**src/rtl/imm_gen_pipe.sv**
```systemverilog
// RISC-V immediate generator with a valid/ready input, a registered output stage and one skid
// entry so the block sustains one instruction per cycle under back-pressure.
module imm_gen_pipe #(
   parameter int unsigned XLEN  = 32,
   parameter int unsigned TAG_W = 32
) (
   input  logic             clk,
   input  logic             rst_n,
   input  logic             flush,
   input  logic             in_valid,
   output logic             in_ready,
   input  logic [31:0]      in_instr,
   input  logic [TAG_W-1:0] in_tag,
   output logic             out_valid,
   input  logic             out_ready,
   output logic [XLEN-1:0]  out_imm,
   output logic [2:0]       out_fmt,
   output logic             out_illegal,
   output logic [TAG_W-1:0] out_tag
);

   localparam bit Rv64 = (XLEN == 64);

   localparam logic [6:0] OpLoad    = 7'b0000011;
   localparam logic [6:0] OpMiscMem = 7'b0001111;
   localparam logic [6:0] OpOpImm   = 7'b0010011;
   localparam logic [6:0] OpOpImm32 = 7'b0011011;
   localparam logic [6:0] OpJalr    = 7'b1100111;
   localparam logic [6:0] OpSystem  = 7'b1110011;
   localparam logic [6:0] OpStore   = 7'b0100011;
   localparam logic [6:0] OpBranch  = 7'b1100011;
   localparam logic [6:0] OpLui     = 7'b0110111;
   localparam logic [6:0] OpAuipc   = 7'b0010111;
   localparam logic [6:0] OpJal     = 7'b1101111;
   localparam logic [6:0] OpOp      = 7'b0110011;
   localparam logic [6:0] OpOp32    = 7'b0111011;
   localparam logic [6:0] OpAmo     = 7'b0101111;

   localparam logic [2:0] FmtNone = 3'd0;
   localparam logic [2:0] FmtI    = 3'd1;
   localparam logic [2:0] FmtS    = 3'd2;
   localparam logic [2:0] FmtB    = 3'd3;
   localparam logic [2:0] FmtU    = 3'd4;
   localparam logic [2:0] FmtJ    = 3'd5;

   typedef struct packed {
      logic [XLEN-1:0]  imm;
      logic [2:0]       fmt;
      logic             ill;
      logic [TAG_W-1:0] tag;
   } entry_t;

   typedef enum logic [1:0] {StEmpty, StOne, StFull} state_e;

   state_e     state_q, state_d;
   logic       in_ready_q;
   entry_t     main_q, skid_q, dec;
   logic [6:0] opcode;
   logic [2:0] dec_fmt;
   logic       dec_ill;
   logic [31:0] dec_imm32;
   logic       accept, fire;
   logic       load_main, load_skid, skid_to_main;

   assign opcode = in_instr[6:0];

   always_comb begin
      dec_fmt = FmtNone;
      dec_ill = 1'b0;
      case (opcode)
         OpLoad, OpMiscMem, OpOpImm, OpJalr, OpSystem: dec_fmt = FmtI;
         OpOpImm32: begin
            dec_fmt = Rv64 ? FmtI : FmtNone;
            dec_ill = !Rv64;
         end
         OpStore:        dec_fmt = FmtS;
         OpBranch:       dec_fmt = FmtB;
         OpLui, OpAuipc: dec_fmt = FmtU;
         OpJal:          dec_fmt = FmtJ;
         OpOp, OpAmo:    dec_fmt = FmtNone;
         OpOp32:         dec_ill = !Rv64;
         default:        dec_ill = 1'b1;
      endcase
   end

   // Build a 32-bit immediate first; every format sign-extends from instr[31].
   always_comb begin
      dec_imm32 = '0;
      case (dec_fmt)
         FmtI: dec_imm32 = {{20{in_instr[31]}}, in_instr[31:20]};
         FmtS: dec_imm32 = {{20{in_instr[31]}}, in_instr[31:25], in_instr[11:7]};
         FmtB: dec_imm32 = {{19{in_instr[31]}}, in_instr[31], in_instr[7], in_instr[30:25],
                            in_instr[11:8], 1'b0};
         FmtU: dec_imm32 = {in_instr[31:12], 12'b0};
         FmtJ: dec_imm32 = {{11{in_instr[31]}}, in_instr[31], in_instr[19:12], in_instr[20],
                            in_instr[30:21], 1'b0};
         default: dec_imm32 = '0;
      endcase
   end

   always_comb begin
      dec.imm = XLEN'($signed(dec_imm32));
      dec.fmt = dec_fmt;
      dec.ill = dec_ill;
      dec.tag = in_tag;
   end

   assign accept = in_valid & in_ready_q;
   assign fire   = out_valid & out_ready;

   always_comb begin
      state_d      = state_q;
      load_main    = 1'b0;
      load_skid    = 1'b0;
      skid_to_main = 1'b0;
      case (state_q)
         StEmpty: begin
            if (accept) begin
               state_d   = StOne;
               load_main = 1'b1;
            end
         end
         StOne: begin
            if (accept && fire) begin
               load_main = 1'b1;
            end else if (accept) begin
               state_d   = StFull;
               load_skid = 1'b1;
            end else if (fire) begin
               state_d = StEmpty;
            end
         end
         StFull: begin
            if (fire) begin
               state_d      = StOne;
               skid_to_main = 1'b1;
            end
         end
         default: state_d = StEmpty;
      endcase
      // Flush drops everything, including an instruction offered on the same cycle.
      if (flush) begin
         state_d      = StEmpty;
         load_main    = 1'b0;
         load_skid    = 1'b0;
         skid_to_main = 1'b0;
      end
   end

   always_ff @(posedge clk) begin
      if (!rst_n) begin
         state_q    <= StEmpty;
         in_ready_q <= 1'b1;
         main_q     <= '0;
         skid_q     <= '0;
      end else begin
         state_q    <= state_d;
         in_ready_q <= (state_d != StFull);
         if (load_main) begin
            main_q <= dec;
         end else if (skid_to_main) begin
            main_q <= skid_q;
         end
         if (load_skid) begin
            skid_q <= dec;
         end
      end
   end

   assign in_ready    = in_ready_q;
   assign out_valid   = (state_q != StEmpty);
   assign out_imm     = main_q.imm;
   assign out_fmt     = main_q.fmt;
   assign out_illegal = main_q.ill;
   assign out_tag     = main_q.tag;

endmodule

```
**config.mk**
```make
export PLATFORM = sky130hd
export DESIGN_NAME = imm_gen_pipe
export DESIGN_NICKNAME = d
export VERILOG_FILES = /design/src/rtl/imm_gen_pipe.sv
export SDC_FILE = /design/constraint.sdc
export NUM_CORES = 1
export LEC_CHECK = 0
export ABC_AREA = 0
export CAP_MARGIN = 20
export CORE_MARGIN = 3
export CORE_UTILIZATION = 45
export CTS_CLUSTER_SIZE = 24
export DETAILED_ROUTE_END_ITERATION = 8
export PLACE_DENSITY = 0.88
export SLEW_MARGIN = 10
export SYNTH_ARGS = -nofsm -noshare
export SYNTH_HDL_FRONTEND = slang
export SYNTH_SLANG_ARGS = --single-unit
```
**constraint.sdc**
```tcl
create_clock -name clk -period 1.7 [get_ports clk]
set_input_delay 0.17 -clock clk [delete_from_list [all_inputs] [get_ports clk]]
set_output_delay 0.17 -clock clk [all_outputs]
set_load 0.01 [all_outputs]
```
==> impl_metrics.py <==
metrics = {
    "clocking": {
        "cts_tree": "built",
        "numCtsBuffers": 17,
        "clock_path_buffers": 2,
        "ctsRootBufferMaster": "clkbuf_16",
        "clkLatencyLatePin_ns": 0.42,
        "h-tree-depth": 4,
        "cts.sinks": 139,
        "cts.clk_slew.worst_paths_ns": 0.06,
    },
    "sta": {
        "drv_slew": 0,
        "tightest_slew_ns": 0.459,
        "fin_skew_ns": 0.00777,
        "min_period_over_period_pct": 106,
        "rsz0062_at_grt": "yes",
        "fin_ws_ns": -0.0966,
        "min_period_ns": 1.80,
        "setup_violations": 25,
        "fmax_mhz": 557,
        "slew_headroom_pct": 69.4,
        "hold_viol_final": 0,
    },
    "yosys": {
        "synth_top_area_cell": "dfxtp_1",
        "synth_nets": 753,
        "synth.distinct_cells": 49,
        "synth_seq_cells": 139,
        "synth.area.top_cells": "dfxtp_1 (48%), nand2_1 (11%), a21oi_1 (5.7%), a311oi_1 (3.8%), mux2i_1 (3.6%)",
        "async_flop_share_pct": 0,
        "syn-cell-area_um2": 5820,
        "avgSynthCellArea_um2": 8.52,
        "yosysTopAreaCellShare_pct": 47.8,
        "synth_edf_count": 0,
        "ys.warnings.count": 0,
        "ys_seq_area_share_pct": 47.8,
        "synthFlopType": "dfxtp_1",
        "netlist_instances": 684,
    },
    "finish": {
        "layout_common_cells": "nand2_1 (166), dfxtp_1 (136), clkdlybuf4s50_1 (133), a21oi_1 (66), buf_4 (62)",
        "syn2layout_area_growth_pct": 50.6,
        "fillers": 893,
        "drive_gt1_share_pct": 18.2,
        "stdcell_count": 1043,
        "regArea_um2": 2790,
        "multi_input_area_um2": 2930,
        "final_core_util_pct": 71.2,
        "mostFrequentLayoutCell": "nand2_1",
        "nets": 931,
        "final_cell_area_um2": 8770,
        "antenna_cells": 0,
    },
    "global_route": {
        "grt_antenna_before_repair": 0,
        "overflow": 0,
        "grt_pass1_wl_um": 28500,
        "grt.total_usage_pct": 24.4,
        "grt_pass1_vias": 5704,
        "grt_max_degree": 71,
    },
    "die": {
        "rows": 40,
        "ioPinCount": 139,
        "die_height_um": 120,
        "die_x_um": 120,
        "die_area_um2": 14300,
        "initial_core_util_pct": 47.3,
        "core_um2": 12300,
    },
    "drt": {
        "wl_um": 18600,
        "drtIter0Drc": 670,
        "via_per_inst": 5.76,
        "antenna_left": 0,
        "dr.pass1.iters": 5,
        "drc": 0,
        "routedWlPerCell_um": 17.8,
        "vias": 6012,
    },
    "placement": {
        "post-place-ws_ns": -0.539,
        "placed_area_um2": 7790,
        "hpwl_um": 11500,
        "placed_cells": 1000,
        "place.port_buffers": 138,
        "gp_congestion": 0.919,
    },
    "worst_hold_path": {
        "hp-class": "primary input to flip-flop",
    },
    "power_and_ir_drop": {
        "leakagePower_uw": 0.00311,
        "peakVddDrop_mv": 0.653,
        "powerDensity_nw_per_um2": 936,
        "total_power_uw": 8210,
    },
    "status": {
        "status": "complete, but fails checks",
        "violations": "negative setup slack",
    },
    "worst_setup_path": {
        "cp_max_fo": 6,
        "cp.required_ns": 2.05,
        "worstPathArrival_ns": 2.15,
        "crit_path_start_kind": "flip-flop",
        "critical_path_class": "flip-flop to flip-flop",
        "crit_path_end_kind": "flip-flop",
    },
    "flow_run": {
        "cap_violations": 0,
    },
}
[Yosys cell counts (2+ instances only)]
cell / number
nand3_1: 2
and3b_1: 2
a32oi_1: 8
or3_1: 2
a311oi_2: 9
dfxtp_1: 139
a221oi_1: 20
or4_1: 3
inv_1: 3
a31oi_1: 7
mux2i_1: 21
buf_6: 2
buf_4: 2
or2_2: 2
a211oi_1: 4
a22oi_1: 2
buf_2: 14
o21ai_0: 31
buf_1: 3
nand2_1: 173
nand4_1: 4
nand2b_1: 2
and4b_1: 2
o21a_1: 2
clkbuf_1: 41
and2_1: 2
a32o_1: 6
nand3b_1: 3
xnor2_1: 2
a21oi_1: 66
a311oi_1: 25
nor3_1: 4
nor2b_1: 2
nor2_1: 51
mux2_2: 2
nor2_2: 2
nor4_2: 2
a222oi_1: 6
[critical path, cell delays in order (launching register included)]
cell and delay [ns]:
dfxtp_2 0.35, nand2_4 0.06, or4_4 0.60, a211oi_4 0.40
a222oi_1 0.17, nor2_1 0.15
[power breakdown]
group	internal (µW)	leakage (µW)	switching (µW)
Sequential	3370	0.00113	60.2
Combinational	514	0.00169	457
Clock	2390	0.000287	1420
Total	6270	0.00311	1940
[registers in the layout, summed over array words and instances (netlist names)]
register     count
skid_q          68
in_ready         1
out_tag         32
out_imm         32
state_q          2
out_illegal      1
out_fmt          3
[stage by stage]
stage          hold WS, ns  TNS (ns)
2_1_floorplan        0.294  -0.00283
3_3_place_gp         0.442    -41.40
3_5_place_dp         0.447    -49.94
4_1_cts              0.313    -0.588
5_1_grt              0.335     -3.72
6_report             0.328    -0.741
[cell type report]
type	count	area share [%]
clock buffer	22	5.29
clock inverter	10	1.60
inverter	3	0.143
multi-input combinational	480	33.4
sequential	139	31.8
tap	168	2.40
timing repair buffer	221	25.4
[final timing paths]
path	cells after the start	slack, ns	startpoint	endpoint
worst max-delay path	5	-0.1	in_ready$_SDFF_PN1_	out_imm[8]$_SDFFE_PN0P_
worst min-delay path	3	0.33	in_tag[13]	skid_q[13]$_SDFFE_PN0P_
worst max register to register	5	-0.1	in_ready$_SDFF_PN1_	out_imm[8]$_SDFFE_PN0P_
worst min register to register	2	0.45	skid_q[27]$_SDFFE_PN0P_	skid_q[27]$_SDFFE_PN0P_
[cells by family (layout without fill, tap and decap cells)]
family / after synthesis / in the layout / synth area share (%)
AOI/OAI and AO/OA: 196 / 196 / 24.4
xor gates and xnor gates: 2 / 2 / 0.301
buffers and inverters: 65 / 256 / 4.88
DFF: 139 / 139 / 47.8
muxes: 23 / 23 / 4.00
and+or+nand+nor: 259 / 259 / 18.7
[per-layer routing]
layer  track usage (%)  wire (µm)  vias to the layer above
met1              30.4       7720                     2825
met2              39.5       9070                      322
met4              12.9        513                        0
met3              5.51       1310                       52
met5                 0          0                        -
li1                  -          -                     2813
[what timing repair did]
item	in CTS	in global routing
pin swaps	6	19
endpoints found under the setup margin	79	84
cloned	0	4
hold buffers	0	0
setup buffers	1	6
gates resized for setup	13	47
(Power assumes the default switching activity.)
